## config.mk

```make
export PLATFORM = sky130hd
export DESIGN_NAME = router_fifo_buf
export DESIGN_NICKNAME = d
export VERILOG_FILES = /design/src/rtl/router_pkg.sv /design/src/rtl/router_fifo_mem.sv /design/src/rtl/router_fifo_buf.sv
export SDC_FILE = /design/constraint.sdc
export NUM_CORES = 1
export LEC_CHECK = 0
export ABC_AREA = 1
export BUFFER_PORTS_ARGS = -buffer_cell sky130_fd_sc_hd__buf_2
export CAP_MARGIN = 0
export CORE_UTILIZATION = 31
export CTS_BUF_LIST = sky130_fd_sc_hd__clkbuf_8
export CTS_CLUSTER_SIZE = 24
export DETAILED_ROUTE_END_ITERATION = 7
export PLACE_DENSITY = 0.54
export SLEW_MARGIN = 40
export SYNTH_ARGS = -nofsm -noshare
export SYNTH_HDL_FRONTEND = slang
export SYNTH_SLANG_ARGS = --single-unit
```

## constraint.sdc

```tcl
create_clock -name clock -period 2.52 [get_ports clock]
set_input_delay 0.63 -clock clock [delete_from_list [all_inputs] [get_ports clock]]
set_output_delay 0.63 -clock clock [all_outputs]
set_load 0.005 [all_outputs]
```

## src/rtl/router_pkg.sv

```systemverilog
// Shared definitions for the 1x3 router datapath.
// Holds the byte and FIFO geometry, the layout of the header byte, the
// {lfd, byte} FIFO word type and the header-to-byte-count helper used on
// the read side of each output FIFO.
package router_pkg;

  localparam int ROUTER_DATA_W     = 8;
  localparam int ROUTER_FIFO_DEPTH = 16;

  // Header byte layout: [7:2] payload length, [1:0] destination address.
  localparam int LEN_MSB    = 7;
  localparam int LEN_LSB    = 2;
  localparam int ADDR_MSB   = 1;
  localparam int ADDR_LSB   = 0;
  localparam int LEN_W      = LEN_MSB - LEN_LSB + 1;
  localparam int BYTE_CNT_W = 7;

  // One FIFO entry: header tag plus the stored byte.
  typedef struct packed {
    logic                     lfd;
    logic [ROUTER_DATA_W-1:0] data;
  } fifo_word_t;

  // Bytes still to deliver after the header: payload length plus parity.
  function automatic logic [BYTE_CNT_W-1:0] hdr_to_count(input logic [LEN_W-1:0] len);
    return {1'b0, len} + 7'd1;
  endfunction

endpackage

```

## src/rtl/router_fifo_mem.sv

```systemverilog
// Simple dual-port register array for the router output FIFO.
// Ports:
//   clock    in   rising-edge clock
//   wr_en    in   write strobe (already qualified against full)
//   wr_addr  in   write address
//   wr_data  in   word to store
//   rd_addr  in   read address
//   rd_data  out  word at rd_addr (combinational read)
module router_fifo_mem #(
  parameter int W      = 9,
  parameter int DEPTH  = 16,
  parameter int ADDR_W = 4
) (
  input  logic              clock,
  input  logic              wr_en,
  input  logic [ADDR_W-1:0] wr_addr,
  input  logic [W-1:0]      wr_data,
  input  logic [ADDR_W-1:0] rd_addr,
  output logic [W-1:0]      rd_data
);

  logic [W-1:0] mem [DEPTH];

  // NOTE: the array has no reset; the pointers alone define which entries
  // are valid, so clearing storage would only cost flops and reset fan-out.
  always_ff @(posedge clock) begin
    if (wr_en) begin
      mem[wr_addr] <= wr_data;
    end
  end

  assign rd_data = mem[rd_addr];

endmodule

```

## src/rtl/router_fifo_buf.sv

```systemverilog
// Per-destination output FIFO of the 1x3 router.
// Stores {lfd_state, data_in} words written by the register stage and tracks
// the byte count of the packet being read, so the output stage can tell when
// the packet in flight is complete. soft_reset (synchronizer timeout) flushes
// the FIFO exactly like reset.
// Ports:
//   clock       in   rising-edge clock
//   reset       in   synchronous active-high reset, clears all state
//   soft_reset  in   synchronous active-high flush, same effect as reset
//   write_enb   in   write request from the synchronizer
//   read_enb    in   read request from the destination
//   lfd_state   in   word being written is a header byte
//   data_in     in   byte from the register-stage dout
//   data_out    out  registered read data
//   full        out  DEPTH words stored
//   empty       out  no words stored
//   pkt_active  out  read-side packet in progress (byte count != 0)
module router_fifo_buf
  import router_pkg::*;
#(
  parameter int DATA_W = ROUTER_DATA_W,
  parameter int DEPTH  = ROUTER_FIFO_DEPTH,
  parameter int ADDR_W = $clog2(DEPTH)
) (
  input  logic              clock,
  input  logic              reset,
  input  logic              soft_reset,
  input  logic              write_enb,
  input  logic              read_enb,
  input  logic              lfd_state,
  input  logic [DATA_W-1:0] data_in,
  output logic [DATA_W-1:0] data_out,
  output logic              full,
  output logic              empty,
  output logic              pkt_active
);

  localparam logic [ADDR_W:0] PTR_ONE = 1;

  // Pointers carry one extra wrap bit so full and empty are distinguishable.
  logic [ADDR_W:0]     wr_ptr;
  logic [ADDR_W:0]     rd_ptr;
  logic [BYTE_CNT_W-1:0] byte_cnt;
  logic [DATA_W:0]     wr_word;
  logic [DATA_W:0]     rd_word;
  logic                wr_accept;
  logic                rd_accept;

  assign empty = (wr_ptr == rd_ptr);
  assign full  = (wr_ptr[ADDR_W] != rd_ptr[ADDR_W]) &&
                 (wr_ptr[ADDR_W-1:0] == rd_ptr[ADDR_W-1:0]);

  // Flags come from the registered pointers, so a write while full or a read
  // while empty is simply not accepted; simultaneous access degrades to the
  // single legal operation.
  assign wr_accept = write_enb && !full;
  assign rd_accept = read_enb && !empty;

  assign pkt_active = (byte_cnt != '0);
  assign wr_word    = {lfd_state, data_in};

  router_fifo_mem #(
    .W      (DATA_W + 1),
    .DEPTH  (DEPTH),
    .ADDR_W (ADDR_W)
  ) u_mem (
    .clock   (clock),
    .wr_en   (wr_accept),
    .wr_addr (wr_ptr[ADDR_W-1:0]),
    .wr_data (wr_word),
    .rd_addr (rd_ptr[ADDR_W-1:0]),
    .rd_data (rd_word)
  );

  // NOTE: sequential state uses non-blocking assignments so every register
  // samples the pre-edge values (flags, byte_cnt) regardless of statement order.
  always_ff @(posedge clock) begin
    if (reset || soft_reset) begin
      wr_ptr   <= '0;
      rd_ptr   <= '0;
      byte_cnt <= '0;
      data_out <= '0;
    end else begin
      if (wr_accept) begin
        wr_ptr <= wr_ptr + PTR_ONE;
      end

      if (rd_accept) begin
        rd_ptr   <= rd_ptr + PTR_ONE;
        data_out <= rd_word[DATA_W-1:0];
        if (rd_word[DATA_W]) begin
          // A header always reloads, even over a truncated previous packet.
          byte_cnt <= hdr_to_count(rd_word[LEN_MSB:LEN_LSB]);
        end else if (byte_cnt != '0) begin
          byte_cnt <= byte_cnt - 7'd1;
        end
        // Stray non-header byte with count 0: delivered, count stays 0.
      end else if (byte_cnt == '0) begin
        // Idle between packets: drive a clean zero on the output bus.
        data_out <= '0;
      end
    end
  end

endmodule
```

==> results_dict.tcl <==
set metrics [dict create \
    critPathMaxStageDelay_ps 370 \
    die-area_um2 24700 \
    path_cells "buf_12, nand2_1, nand2_1, nand2_1, nand3_1, nand3_1, nand2_1, ha_1, a21boi_0, nand3_1, nand3_1, a21oi_1" \
    fp.dieH_um 157 \
    crit_fanout 79 \
    layout_commonest_cell "nand2_1" \
    drv_slew 0 \
    ios 25 \
    synth_edf_count 144 \
    first_global_vias 4988 \
    place.port_buffers 24 \
    antenna_found_initial 0 \
    drt_first_pass_iters 5 \
    antenna_cells 0 \
    final_nets 787 \
    drt_iter0_drc 385 \
    finalCritPeriodShare 0.877 \
    synth.avg_cell_area_um2 10.2 \
    post_drt_wl_per_cell_um 16.1 \
    yosysSeqAreaShare 0.658 \
    grt_setup_unrepaired "no" \
    grt_use_total 0.153 \
    ys_ff_latch 173 \
    hp-class "flip-flop to flip-flop" \
    crit_type "flip-flop to flip-flop" \
    start_util 0.317 \
    p_total_w 0.00571 \
    mostFrequentLayoutCells "nand2_1, edfxtp_1, nand3_1" \
    area_delta_synth_final_pct 13.8 \
    critPathLaunchType "flip-flop" \
    clk_latency_ps 470 \
    synth_cell_types 29 \
    period_needed_ps 2210 \
    dp_slack_ps 126 \
    die_width_um 157 \
    worstPathArrival_ps 2570 \
    core-area_um2 23500 \
    drv_cap 0 \
    synth_warnings 0 \
    hold_violations 0 \
    antenna_left 0 \
    htree_num_levels 4 \
    critPathRequiredTime_ps 2880 \
    cts_setup_buffers 0 \
    reg2reg_slack_ps 310 \
    clockRootBuffer "clkbuf_8" \
    cts.sinks 173 \
    overflow 0 \
    finalSetupViolCount 0 \
    synth_area_um2 7450 \
    netlist_instances 729 \
    grt_pass1_wl_mm 27.9 \
    cts_buffer_depth 2 \
    worstMarginPinSlew_ps 654 \
    crit_buf_inv 1 \
    reg2reg_depth 12 \
    hpwl_mm 11.5 \
    routed_wl_mm 17.6 \
    power_density_nw_per_um2 673 \
    cts_hold_buf 0 \
    tritoncts "yes" \
    syn_nets 751 \
    ir_drop_uv 265 \
    synthArstFlopShare 0 \
    clock_skew_ps 14.0 \
    vias 5051 \
    grt_max_degree 80 \
    reg2reg_to "byte_cnt[4]$_SDFFE_PP0P_" \
    slew_headroom 0.564 \
    whs_endpoint "data_out[3]$_SDFFE_PP0P_" \
    place_area_um2 8010 \
    rows 56 \
    final_area_um2 8480 \
    path_clk_slew_ps 90 \
    numCtsBuffers 17 \
    place.gp.congestion 0.789 \
    post_drt_via_cell_ratio 4.60 \
    hold_depth 2 \
    post-route-drc-count 0 \
    worstHoldStart "data_out[3]$_SDFFE_PP0P_" \
    drive_gt1_frac 0.134 \
    p_leak_nw 3.31 \
    endpoint_kind "flip-flop" \
    cp_top_family "simple AND/OR/NAND/NOR gates" \
    slowest_stage "dfxtp_2" \
    yosys_most_used_dff "edfxtp_1" \
    clock.fmax_mhz 452 \
    fin_ws_ps 309 \
    status "complete, no violations" \
]
## where the power goes
group	switching, W	internal [W]	leakage [nW]
Clock	0.00100	0.00120	0.242
Combinational	0.000267	0.000115	1.53
Sequential	0.0000105	0.00312	1.54
## worst min-delay path: stages (launching register included)
cell and delay (ps):
dfxtp_1 320, nand2_1 60, a21oi_1 50
## repair_timing
action	4_1_cts	5_1_grt
resized for setup	0	1
endpoints found under the setup margin	0	2
hold endpoints to repair	0	0
## cell type report
class / instances / area [µm²]
Clock buffer: 18 / 248
Clock inverter: 14 / 199
Fill cell: 2424 / 15100
Inverter: 70 / 263
Multi-Input combinational cell: 456 / 2140
Sequential cell: 173 / 4910
Tap cell: 319 / 399
Timing Repair Buffer: 47 / 322
## sequential cells by signal, indices dropped and copies added (netlist names), named ones only
name / flops
byte_cnt: 7
data_out: 8
rd_ptr: 5
u_mem.mem: 144
wr_ptr: 5
## cell families (layout without fill, tap and decap cells)
kind of cell,count (synthesis),count (layout),synth area share
AO/OA/AOI/OAI,77,77,0.0571
XOR/XNOR,8,8,0.00940
adder cells (fa/ha/maj),8,8,0.0134
buffers and inverters,100,149,0.0593
flip-flops,173,173,0.658
AND/OR/NAND/NOR,363,363,0.203
## stage by stage
step | cells | TNS [ps] | hold slack [ps] | util
final | 1097 | 0 | 466 | 0.360
after CTS | 1097 | 0 | 471 | 0.359
after global routing | 1097 | 0 | 491 | 0.360
after floorplan | 729 | 0 | 457 | -
after detailed placement | 1065 | 0 | 455 | 0.340
after global placement | 1065 | -90.6 | 449 | 0.339
## per-layer routing
layer,wire [µm],share of wire,track usage,vias up
met3,660,0.037,0.0339,23
met1,7820,0.44,0.191,2437
met2,8700,0.49,0.260,84
met4,459,0.026,0.0573,0
li1,-,-,-,2507
met5,0,0,0,-
## worst max path at each step
stage | endpoint | cells past startpoint | slack, ps | startpoint
global placement | u_mem.mem[6][8]$_DFFE_PP_ | 8 | -10 | rd_ptr[3]$_SDFFE_PP0P_
finish | byte_cnt[4]$_SDFFE_PP0P_ | 12 | 310 | flip-flop
CTS | u_mem.mem[3][4]$_DFFE_PP_ | 9 | 120 | rd_ptr[3]$_SDFFE_PP0P_
detailed placement | u_mem.mem[3][4]$_DFFE_PP_ | 9 | 130 | rd_ptr[3]$_SDFFE_PP0P_
global route | byte_cnt[2]$_SDFFE_PP0P_ | 12 | 50 | flip-flop
floorplan | u_mem.mem[15][0]$_DFFE_PP_ | 8 | 620 | rd_ptr[0]$_SDFFE_PP0P_
## Yosys cell counts (2+ instances only)
library cell,number,area [µm²]
nor3b_1,3,22.5
buf_2,14,70.1
edfxtp_1,144,4320
nor2_1,53,199
a22oi_1,7,52.6
ha_1,8,100
o211ai_1,6,45.0
o21ai_1,6,30.0
nand2_1,211,792
clkbuf_1,8,30.0
inv_2,3,11.3
buf_4,3,22.5
xnor2_1,2,17.5
buf_6,5,56.3
dfxtp_1,29,581
nand3_1,82,410
inv_1,65,244
xor2_1,6,52.6
o21ai_0,18,90.1
clkinv_1,2,7.51
a21oi_1,37,185
nor3_1,4,20.0
nand2_2,7,43.8
Power figures use the tool's default switching activity.
